<file path="src/rtl/multi_cycle_controller_if.sv">
// multi_cycle_controller_if
//   Bundles the instruction fields, datapath status and memory handshake
//   flowing into the multi-cycle controller, together with every datapath
//   control strobe it drives back out.
//   master : controller side (takes the fields and status, drives the controls)
//   slave  : datapath / memory side
interface multi_cycle_controller_if;
  logic [6:0] op;
  logic [2:0] funct3;
  logic       funct7b5;
  logic       zero;
  logic       slt_out;
  logic       mem_ready;

  logic       pc_write;
  logic       adr_src;
  logic       mem_write;
  logic       ir_write;
  logic       reg_write;
  logic [1:0] result_src;
  logic [1:0] alu_src_a;
  logic [1:0] alu_src_b;
  logic [2:0] imm_src;
  logic [2:0] alu_control;
  logic       inst_done;
  logic       illegal_op;

  modport master (
    input  op, funct3, funct7b5, zero, slt_out, mem_ready,
    output pc_write, adr_src, mem_write, ir_write, reg_write, result_src,
           alu_src_a, alu_src_b, imm_src, alu_control, inst_done, illegal_op
  );

  modport slave (
    output op, funct3, funct7b5, zero, slt_out, mem_ready,
    input  pc_write, adr_src, mem_write, ir_write, reg_write, result_src,
           alu_src_a, alu_src_b, imm_src, alu_control, inst_done, illegal_op
  );
endinterface

</file>
<file path="src/rtl/multi_cycle_controller.sv">
// multi_cycle_controller
//   Moore-style control FSM for a multi-cycle RV32I subset
//   (lw, sw, R-type, I-type ALU, beq/bne/blt/bge, jal, jalr, lui).
//   Ports:
//     clk  - rising-edge clock
//     rst  - asynchronous active-high reset, returns the FSM to FETCH
//     bus  - multi_cycle_controller_if.master: instruction fields, zero /
//            slt_out status, mem_ready handshake in; datapath controls,
//            inst_done and illegal_op pulses out
module multi_cycle_controller (
  input logic                      clk,
  input logic                      rst,
  multi_cycle_controller_if.master bus
);

  localparam logic [6:0] OP_LW   = 7'b0000011;
  localparam logic [6:0] OP_SW   = 7'b0100011;
  localparam logic [6:0] OP_R    = 7'b0110011;
  localparam logic [6:0] OP_I    = 7'b0010011;
  localparam logic [6:0] OP_BR   = 7'b1100011;
  localparam logic [6:0] OP_JAL  = 7'b1101111;
  localparam logic [6:0] OP_JALR = 7'b1100111;
  localparam logic [6:0] OP_LUI  = 7'b0110111;

  localparam logic [2:0] ALU_ADD = 3'b000;
  localparam logic [2:0] ALU_SUB = 3'b001;
  localparam logic [2:0] ALU_AND = 3'b010;
  localparam logic [2:0] ALU_OR  = 3'b011;
  localparam logic [2:0] ALU_XOR = 3'b100;
  localparam logic [2:0] ALU_SLT = 3'b101;

  localparam logic [2:0] IMM_I = 3'b000;
  localparam logic [2:0] IMM_S = 3'b001;
  localparam logic [2:0] IMM_B = 3'b010;
  localparam logic [2:0] IMM_J = 3'b011;
  localparam logic [2:0] IMM_U = 3'b100;

  typedef enum logic [3:0] {
    S_FETCH, S_DECODE, S_MEM_ADR, S_MEM_READ, S_MEM_WB, S_MEM_WRITE,
    S_EXEC_R, S_EXEC_I, S_ALU_WB, S_BRANCH, S_JAL, S_JALR, S_LUI
  } state_t;

  state_t r_state, w_next;
  logic   w_legal;

  // R/I funct3 -> ALU op; SUB only when the caller allows funct7b5 to count.
  function automatic logic [2:0] f_alu(input logic [2:0] f3, input logic sub);
    case (f3)
      3'b000:  f_alu = sub ? ALU_SUB : ALU_ADD;
      3'b111:  f_alu = ALU_AND;
      3'b110:  f_alu = ALU_OR;
      3'b100:  f_alu = ALU_XOR;
      3'b010:  f_alu = ALU_SLT;
      default: f_alu = ALU_ADD;
    endcase
  endfunction

  // Opcode + funct3 legality, evaluated in DECODE so that a bad instruction
  // never reaches a state with write enables.
  always_comb begin
    w_legal = 1'b0;
    case (bus.op)
      OP_R, OP_I: w_legal = (bus.funct3 inside {3'b000, 3'b111, 3'b110, 3'b100, 3'b010});
      OP_BR:      w_legal = (bus.funct3 inside {3'b000, 3'b001, 3'b100, 3'b101});
      OP_LW,
      OP_SW:      w_legal = (bus.funct3 == 3'b010);
      OP_JALR:    w_legal = (bus.funct3 == 3'b000);
      OP_JAL,
      OP_LUI:     w_legal = 1'b1;
      default:    w_legal = 1'b0;
    endcase
  end

  always_ff @(posedge clk or posedge rst) begin
    if (rst) r_state <= S_FETCH;
    else     r_state <= w_next;
  end

  always_comb begin
    w_next = r_state;
    case (r_state)
      S_FETCH:     if (bus.mem_ready) w_next = S_DECODE;
      S_DECODE: begin
        w_next = S_FETCH;
        if (w_legal) begin
          case (bus.op)
            OP_LW, OP_SW: w_next = S_MEM_ADR;
            OP_R:         w_next = S_EXEC_R;
            OP_I:         w_next = S_EXEC_I;
            OP_BR:        w_next = S_BRANCH;
            OP_JAL:       w_next = S_JAL;
            OP_JALR:      w_next = S_JALR;
            OP_LUI:       w_next = S_LUI;
            default:      w_next = S_FETCH;
          endcase
        end
      end
      S_MEM_ADR:   w_next = (bus.op == OP_SW) ? S_MEM_WRITE : S_MEM_READ;
      S_MEM_READ:  if (bus.mem_ready) w_next = S_MEM_WB;
      S_MEM_WRITE: if (bus.mem_ready) w_next = S_FETCH;
      S_EXEC_R,
      S_EXEC_I,
      S_JAL:       w_next = S_ALU_WB;
      S_JALR:      w_next = S_JAL;
      default:     w_next = S_FETCH;
    endcase
  end

  logic       w_pc_write, w_adr_src, w_mem_write, w_ir_write, w_reg_write;
  logic       w_inst_done, w_illegal_op;
  logic [1:0] w_result_src, w_alu_src_a, w_alu_src_b;
  logic [2:0] w_imm_src, w_alu_control;

  always_comb begin
    w_pc_write    = 1'b0;
    w_adr_src     = 1'b0;
    w_mem_write   = 1'b0;
    w_ir_write    = 1'b0;
    w_reg_write   = 1'b0;
    w_inst_done   = 1'b0;
    w_illegal_op  = 1'b0;
    w_result_src  = 2'b00;
    w_alu_src_a   = 2'b00;
    w_alu_src_b   = 2'b00;
    w_imm_src     = IMM_I;
    w_alu_control = ALU_ADD;
    case (r_state)
      S_FETCH: begin
        w_alu_src_b  = 2'b10;
        w_result_src = 2'b10;
        w_ir_write   = bus.mem_ready;
        w_pc_write   = bus.mem_ready;
      end
      S_DECODE: begin
        w_alu_src_a  = 2'b01;
        w_alu_src_b  = 2'b01;
        w_imm_src    = (bus.op == OP_JAL) ? IMM_J : IMM_B;
        w_illegal_op = ~w_legal;
      end
      S_MEM_ADR: begin
        w_alu_src_a = 2'b10;
        w_alu_src_b = 2'b01;
        w_imm_src   = (bus.op == OP_SW) ? IMM_S : IMM_I;
      end
      S_MEM_READ:  w_adr_src = 1'b1;
      S_MEM_WB: begin
        w_result_src = 2'b01;
        w_reg_write  = 1'b1;
        w_inst_done  = 1'b1;
      end
      S_MEM_WRITE: begin
        w_adr_src   = 1'b1;
        w_mem_write = 1'b1;
        w_inst_done = bus.mem_ready;
      end
      S_EXEC_R: begin
        w_alu_src_a   = 2'b10;
        w_alu_control = f_alu(bus.funct3, bus.funct7b5);
      end
      S_EXEC_I: begin
        w_alu_src_a   = 2'b10;
        w_alu_src_b   = 2'b01;
        w_alu_control = f_alu(bus.funct3, 1'b0);
      end
      S_ALU_WB: begin
        w_reg_write = 1'b1;
        w_inst_done = 1'b1;
      end
      S_BRANCH: begin
        w_alu_src_a = 2'b10;
        w_inst_done = 1'b1;
        case (bus.funct3)
          3'b000:  begin w_alu_control = ALU_SUB; w_pc_write =  bus.zero;    end
          3'b001:  begin w_alu_control = ALU_SUB; w_pc_write = ~bus.zero;    end
          3'b100:  begin w_alu_control = ALU_SLT; w_pc_write =  bus.slt_out; end
          3'b101:  begin w_alu_control = ALU_SLT; w_pc_write = ~bus.slt_out; end
          default: w_pc_write = 1'b0;
        endcase
      end
      S_JAL: begin
        w_alu_src_a = 2'b01;
        w_alu_src_b = 2'b10;
        w_pc_write  = 1'b1;
      end
      S_JALR: begin
        w_alu_src_a = 2'b10;
        w_alu_src_b = 2'b01;
      end
      S_LUI: begin
        w_imm_src    = IMM_U;
        w_result_src = 2'b11;
        w_reg_write  = 1'b1;
        w_inst_done  = 1'b1;
      end
      default: ;
    endcase
  end

  // Strobes are masked by rst directly: FETCH with mem_ready=1 would
  // otherwise assert pc_write/ir_write while reset is held.
  assign bus.pc_write    = w_pc_write   & ~rst;
  assign bus.ir_write    = w_ir_write   & ~rst;
  assign bus.mem_write   = w_mem_write  & ~rst;
  assign bus.reg_write   = w_reg_write  & ~rst;
  assign bus.inst_done   = w_inst_done  & ~rst;
  assign bus.illegal_op  = w_illegal_op & ~rst;
  assign bus.adr_src     = w_adr_src;
  assign bus.result_src  = w_result_src;
  assign bus.alu_src_a   = w_alu_src_a;
  assign bus.alu_src_b   = w_alu_src_b;
  assign bus.imm_src     = w_imm_src;
  assign bus.alu_control = w_alu_control;

endmodule

</file>
<file path="src/flat_wrapper.sv">
// flat-port wrapper written by rule: the top's interface ports become plain ports
module multi_cycle_controller_flat 
  (clk, rst, bus_op, bus_funct3, bus_funct7b5, bus_zero, bus_slt_out, bus_mem_ready, bus_pc_write, bus_adr_src, bus_mem_write, bus_ir_write, bus_reg_write, bus_result_src, bus_alu_src_a, bus_alu_src_b, bus_imm_src, bus_alu_control, bus_inst_done, bus_illegal_op);
  multi_cycle_controller_if bus_i ();
  input logic clk;
  input logic rst;
  input wire logic [$bits(bus_i.op)-1:0] bus_op;
  input wire logic [$bits(bus_i.funct3)-1:0] bus_funct3;
  input wire logic [$bits(bus_i.funct7b5)-1:0] bus_funct7b5;
  input wire logic [$bits(bus_i.zero)-1:0] bus_zero;
  input wire logic [$bits(bus_i.slt_out)-1:0] bus_slt_out;
  input wire logic [$bits(bus_i.mem_ready)-1:0] bus_mem_ready;
  output wire logic [$bits(bus_i.pc_write)-1:0] bus_pc_write;
  output wire logic [$bits(bus_i.adr_src)-1:0] bus_adr_src;
  output wire logic [$bits(bus_i.mem_write)-1:0] bus_mem_write;
  output wire logic [$bits(bus_i.ir_write)-1:0] bus_ir_write;
  output wire logic [$bits(bus_i.reg_write)-1:0] bus_reg_write;
  output wire logic [$bits(bus_i.result_src)-1:0] bus_result_src;
  output wire logic [$bits(bus_i.alu_src_a)-1:0] bus_alu_src_a;
  output wire logic [$bits(bus_i.alu_src_b)-1:0] bus_alu_src_b;
  output wire logic [$bits(bus_i.imm_src)-1:0] bus_imm_src;
  output wire logic [$bits(bus_i.alu_control)-1:0] bus_alu_control;
  output wire logic [$bits(bus_i.inst_done)-1:0] bus_inst_done;
  output wire logic [$bits(bus_i.illegal_op)-1:0] bus_illegal_op;
  assign bus_i.op = bus_op;
  assign bus_i.funct3 = bus_funct3;
  assign bus_i.funct7b5 = bus_funct7b5;
  assign bus_i.zero = bus_zero;
  assign bus_i.slt_out = bus_slt_out;
  assign bus_i.mem_ready = bus_mem_ready;
  assign bus_pc_write = bus_i.pc_write;
  assign bus_adr_src = bus_i.adr_src;
  assign bus_mem_write = bus_i.mem_write;
  assign bus_ir_write = bus_i.ir_write;
  assign bus_reg_write = bus_i.reg_write;
  assign bus_result_src = bus_i.result_src;
  assign bus_alu_src_a = bus_i.alu_src_a;
  assign bus_alu_src_b = bus_i.alu_src_b;
  assign bus_imm_src = bus_i.imm_src;
  assign bus_alu_control = bus_i.alu_control;
  assign bus_inst_done = bus_i.inst_done;
  assign bus_illegal_op = bus_i.illegal_op;
  multi_cycle_controller u_core (.clk(clk), .rst(rst), .bus(bus_i));
endmodule
</file>
<file path="config.mk">
export PLATFORM = sky130hd
export DESIGN_NAME = multi_cycle_controller_flat
export DESIGN_NICKNAME = d
export VERILOG_FILES = /design/src/rtl/multi_cycle_controller_if.sv /design/src/rtl/multi_cycle_controller.sv /design/src/flat_wrapper.sv
export SDC_FILE = /design/constraint.sdc
export NUM_CORES = 1
export LEC_CHECK = 0
export CORE_MARGIN = 3
export CORE_UTILIZATION = 47
export CTS_BUF_LIST = sky130_fd_sc_hd__clkbuf_8
export DETAILED_ROUTE_END_ITERATION = 7
export HOLD_SLACK_MARGIN = 0.06
export PLACE_DENSITY = 0.88
export SYNTH_ARGS = -nofsm -noshare
export SYNTH_HDL_FRONTEND = slang
export SYNTH_SLANG_ARGS = --single-unit
</file>
<file path="constraint.sdc">
create_clock -name clk -period 4.5 [get_ports clk]
set_clock_uncertainty 0.05 [all_clocks]
set_input_delay 0.9 -clock clk [delete_from_list [all_inputs] [get_ports clk]]
set_output_delay 0.9 -clock clk [all_outputs]
set_load 0.01 [all_outputs]
</file>
==> metrics, run 1 <==
Placed Area=0.00110 mm^2; FMAX=247 MHz; H-tree Lvls=1; Largest Register=u_core.r_state; setup TNS=0 ns; P_leak=0.000442 uW; grt met1 use=0.288; TritonCTS Buffers=3; period utilisation layout=0.900; Worst setup EP type=output port; Max clock buf depth=2; pwr/cell area=154 mW/mm^2; RePlAce Congestion=about 0.85; WL/cell=14.4 um; Mean Syn Cell Area=7.09 um^2; # IOs=35; maximum fanout along the worst path=8; crit path launch=bus_op[6]; number of DRC markers in iteration 0=36; # resized after CTS=0; routed vias/inst=6.16; startpoint types=input port; die footprint=roughly 0.0023 mm^2; R2R depth=4; Placed Cells=156; largest registers=u_core.r_state x4; reg-to-reg critical path endpoint=u_core.r_state[0]; Port Buffers=34; Finished Cell Area=0.00114 mm^2; met2 usage=0.372; setup ws final=approximately 0.45 ns; yosys warns=0; fin nets=161; R2R Setup Slk=2.77 ns; fin util=0.725; Worst-path clk slew=roughly 0.03 ns; post-route ant nets=0; RSZ-0062 raised after global routing=no; CTS root buf=clkbuf_8; via count=979; fin cells=roughly 160; clock net sink count=4; M3 GR Usage=0.0301; mapped cell area=between 800 and 900 um^2; number of synthesized flops with an enable pin=0; Worst slew margin=0.624; CP endpoint=bus_illegal_op; Ant. Diodes=0; largest net degree at the start of global routing=21; post-DP HPWL=1.76 mm; Skew-Pair Late Insertion Delay=0.22 ns; Hold Violations, Final=0; FILL cells=131; area of the multi-input gates=622 um^2; # setup viols final=0; Synth Net Count=about 130; DRC=0; Slew Viols, Final=0; Storage cell area=100 um^2; remaining global-route overflow=0; crit path kind=in2out; worst r2r src=u_core.r_state[2]; TritonCTS clock tree=done; Worst EP arrival=3.10 ns; CTS Hold Bufs=0; max FFs per register=4; Total Wirelength=around 2.3 mm; DIE HEIGHT=47.7 um; status=complete, no violations; worst-margin pin slew=0.564 ns; pre-CTS WS=between 0.4 and 0.5 ns; Worst Hold Class=reg2reg; Synth Flop Type=dfrtp_1; # Post-CTS Setup Buffers=0; row count=14; Core Footprint=0.00158 mm^2; Most Used Layer, Global Route=met2; ys async rst share=1.00; Peak VDD IR=roughly 0.00025 V; Cell variety after synth=39; vias in the first global route=around 800; Initial Utilization=0.517; Seq/Total Area, Yosys=0.123; Mapped Cells=115; Tmin final=4.05 ns; max-cap violations=0; Detailed Routing Iterations Pass 1=4; Seq cells post-synth=4; total track usage=0.220; initial antenna violation count=0; chip width=47.7 um; WHS Path Cells=1; CP required=3.55 ns; first-pass GRT wire length=3.61 mm; P&R area growth vs syn=40.0%; share of cells above drive strength 1=0.0490
-- per-layer routing --
| layer | part of all wire | vias up |
|---|---|---|
| met3 | 0.069 | 4 |
| met2 | 0.50 | 48 |
| met1 | 0.41 | 452 |
| met4 | 0.015 | 0 |
| li1 | - | 475 |
| met5 | 0 | - |
-- worst min-delay path by stage --
stage	start	endpoint	slack [ns]
floorplan	rst	u_core.r_state[0]	0.62
global placement	u_core.r_state[1]	u_core.r_state[3]	0.79
detailed placement	u_core.r_state[1]	u_core.r_state[3]	0.79
CTS	u_core.r_state[1]	u_core.r_state[3]	0.80
global route	u_core.r_state[1]	u_core.r_state[3]	0.86
finish	u_core.r_state[1]	u_core.r_state[3]	0.82
-- kinds of logic after synthesis --
group,after synthesis,synth area share
flip-flops,4,0.123
XOR/XNOR,3,0.0322
multiplexers,2,0.0245
AO/OA/AOI/OAI,28,0.244
buffers and inverters,14,0.115
AND/OR/NAND/NOR,64,0.462
-- cell usage after synthesis, types with 3 or more instances --
| library cell | count | area (um^2) |
|---|---|---|
| nor2_1 | 14 | 52.6 |
| inv_1 | 5 | 18.8 |
| a32o_1 | 3 | 30.0 |
| nand2_1 | 8 | 30.0 |
| a21oi_1 | 9 | 45.0 |
| nor3_1 | 7 | 35.0 |
| nor2b_1 | 6 | 37.5 |
| buf_6 | 5 | 56.3 |
| dfrtp_1 | 4 | 100 |
| o31ai_1 | 4 | 30.0 |
| clkbuf_1 | 3 | 11.3 |
| o21ai_0 | 4 | 20.0 |
| nor4b_1 | 3 | 26.3 |
| nand2b_1 | 7 | 43.8 |
-- critical path, cell delays in order --
cell             delay (ns)
clkdlybuf4s50_1        0.53
or4b_1                 0.58
a2111o_1               0.39
o221ai_2               0.11
nor3_1                 0.09
clkdlybuf4s50_1        0.48
-- per-stage QoR --
stage	power (uW)	hold slack (ns)
6_report	176	0.821
4_1_cts	177	0.801
3_3_place_gp	97.2	0.793
2_1_floorplan	70.8	0.621
5_1_grt	186	0.857
3_5_place_dp	98.7	0.793
-- placed cells by master (no fill, tap or decap), types with 3 or more instances in the layout --
cell	count
dfrtp_1	4
o21ai_0	4
clkbuf_8	3
a32o_1	3
o31ai_1	4
clkdlybuf4s50_1	34
inv_1	5
nor2_1	14
nor3_1	7
nand2_1	8
nor4b_1	3
nand2b_1	7
nor2b_1	6
a21oi_1	9
-- report_power, final --
group          internal, uW  leakage (uW)  switching, uW
Sequential             36.8     0.0000541           3.38
Combinational          32.0      0.000366           26.7
Clock                  57.2     0.0000216           20.2
-- cell type report --
type,instances,share of cell area
multi-input combinational,97,0.544
clock buffer,3,0.0361
timing repair buffer,34,0.298
inverter,5,0.0164
sequential,4,0.0876
tap,16,0.0175
Power figures use the tool's default switching activity.
==> run 2: changes to the inputs <==
--- a/config.mk
+++ b/config.mk
@@ -5,6 +5,7 @@
 export SDC_FILE = /design/constraint.sdc
 export NUM_CORES = 1
 export LEC_CHECK = 0
+export ABC_AREA = 0
 export CORE_MARGIN = 3
 export CORE_UTILIZATION = 47
 export CTS_BUF_LIST = sky130_fd_sc_hd__clkbuf_8
==> results of run 2 <==
The final DEF is identical to that of run 1; final timing and power are the same.
==> run 3: changes to the inputs <==
--- a/config.mk
+++ b/config.mk
@@ -6,12 +6,13 @@
 export NUM_CORES = 1
 export LEC_CHECK = 0
 export ABC_AREA = 0
-export CORE_MARGIN = 3
+export CORE_MARGIN = 1
 export CORE_UTILIZATION = 47
 export CTS_BUF_LIST = sky130_fd_sc_hd__clkbuf_8
 export DETAILED_ROUTE_END_ITERATION = 7
 export HOLD_SLACK_MARGIN = 0.06
 export PLACE_DENSITY = 0.88
+export SLEW_MARGIN = 20
 export SYNTH_ARGS = -nofsm -noshare
 export SYNTH_HDL_FRONTEND = slang
 export SYNTH_SLANG_ARGS = --single-unit
==> metrics, run 3 (synthesis results as in run 1) <==
# resized after CTS=0 (unchanged); RePlAce Congestion=0.841 (-0.64%); Placed Cells=156 (unchanged); fin cells=159 (unchanged); routed vias/inst=6.09 (-1.0%); logic gate share of total power=0.337 (+0.004); die footprint=0.00191 mm^2 (-16%); number of DRC markers in iteration 0=51 (+42%); # Post-CTS Setup Buffers=0 (unchanged); remaining global-route overflow=0 (unchanged); first-pass GRT wire length=3.49 mm (-3.2%); Max clock buf depth=2 (unchanged); violated checks=DRC; Worst slew margin=0.632 (+0.00816); largest net degree at the start of global routing=21 (unchanged); row count=14 (unchanged); max FFs per register=4 (unchanged); RSZ-0062 raised after global routing=no; Worst EP arrival=3.05 ns (-0.05 ns); Slew Viols, Final=0 (unchanged); Peak VDD IR=0.000277 V (+10%); DIE HEIGHT=43.7 um (-8.4%); status=finished, violations left; WHS Path Cells=1 (unchanged); maximum fanout along the worst path=9 (+1); TritonCTS Buffers=3 (unchanged); worst r2r src=u_core.r_state[2]; pwr/cell area=152 mW/mm^2 (-1.2%); CTS Hold Bufs=0 (unchanged); Hold Violations, Final=0 (unchanged); fin nets=161 (unchanged); CP required=3.55 ns (about the same); Worst-path clk slew=0.03 ns (about the same); setup TNS=0 ns (unchanged); worst-margin pin slew=0.552 ns (-0.0122 ns); TritonCTS clock tree=done; share of cells above drive strength 1=0.0490 (unchanged); clock network fraction of total power=0.432 (-0.007); FILL cells=134 (+2.3%); H-tree Lvls=1 (unchanged); largest registers=u_core.r_state x4; period utilisation layout=0.889 (-0.0110); DRC=4 (+4); P&R area growth vs syn=40.0% (unchanged); Seq pwr share=0.231 (+0.003); R2R Setup Slk=2.80 ns (+0.03 ns); Tmin final=4.00 ns (-0.0496 ns); R2R depth=4 (unchanged); total power=174 uW (-1.2%); clock net sink count=4 (unchanged); chip width=43.7 um (-8.4%); reg-to-reg critical path endpoint=u_core.r_state[0]; net switching power figure=48.3 uW (-3.8%); commonest non-fill, non-tap cells in the layout=clkdlybuf4s50_1 (34), nor2_1 (14), a21oi_1 (9); Internal=126 uW (-0.14%); WL/cell=13.9 um (-3.3%); Largest Register=u_core.r_state; max-cap violations=0 (unchanged); crit path kind=in2out; HP Start=u_core.r_state[1]; P_leak=0.000442 uW (unchanged); FMAX=250 MHz (+1.2%); # setup viols final=0 (unchanged); commonest non-fill, non-tap cell in the layout=clkdlybuf4s50_1; initial antenna violation count=0 (unchanged); Core Footprint=0.00156 mm^2 (-1.1%); # IOs=35 (unchanged); total track usage=0.238 (+0.0185); Detailed Routing Iterations Pass 1=7 (+3); Worst Hold Class=reg2reg; vias in the first global route=786 (-3.3%); via count=969 (-1.0%); CTS root buf=clkbuf_8; Total Wirelength=2.21 mm (-3.3%); Worst setup EP type=output port; post-DP HPWL=1.66 mm (-5.5%); post-route ant nets=0 (unchanged); Initial Utilization=0.523 (+0.00581); Ant. Diodes=0 (unchanged); Port Buffers=34 (unchanged); Hold EP=u_core.r_state[3]; Net Sw Frac=0.278 (-0.00754); Skew-Pair Late Insertion Delay=0.22 ns (about the same); startpoint types=input port
==> run 3: cell counts in the layout (fill, tap and decap cells not counted) <==
No cell type changed its count.
==> run 3: power groups by stage <==
stage | Sequential [uW] | Combinational, uW | Clock [uW]
floorplan | 37.5 | 33.3 | 0
detailed placement | 40.5 | 58.0 | 0
global route | 40.4 | 63.9 | 79.7
global placement | 40.5 | 56.8 | 0
finish | 40.1 | 58.7 | 75.3
CTS | 40.1 | 58.3 | 77.5
==> run 3: layer usage <==
layer,up-vias,GRT usage,part of all wire
li1,476,-,-
met1,443,0.339,0.44
met2,46,0.385,0.48
met3,4,0.0417,0.070
met4,0,0.0313,0.0095
met5,-,0,0
==> run 3: critical path, stage by stage <==
cell and delay, ns:
clkdlybuf4s50_1 0.55, nor2b_1 0.20, or4b_1 0.51, o221ai_2 0.32
nor3_1 0.09, clkdlybuf4s50_1 0.49
==> run 3: final cells by class <==
class                           count  area (um^2)  area share
Clock buffer                        3         41.3      0.0361
Inverter                            5         18.8      0.0164
Multi-Input combinational cell     97          622       0.544
Sequential cell                     4          100      0.0876
Tap cell                           16         20.0      0.0175
Timing Repair Buffer               34          340       0.298
==> run 3: worst max-delay path by stage <==
stage | to | startpoint | depth (start not counted)
floorplan | bus_illegal_op | bus_funct3[2] | 5
global placement | bus_illegal_op | bus_funct3[2] | 6
CTS | bus_illegal_op | bus_funct3[2] | 6
global route | bus_imm_src[0] | bus_op[3] | 6
detailed placement | bus_illegal_op | bus_funct3[2] | 6
finish | bus_illegal_op | bus_op[2] | 6
==> run 3: per-stage QoR <==
stage	instance area [um^2]	hold slack [ns]	setup slack (ns)	utilization
after global routing	1140	0.862	0.372	0.733
final	1140	0.803	0.498	0.733
after global placement	1100	0.774	0.522	0.706
after floorplan	816	0.621	1.49	-
after detailed placement	1100	0.789	0.526	0.706
after CTS	1140	0.796	0.511	0.733
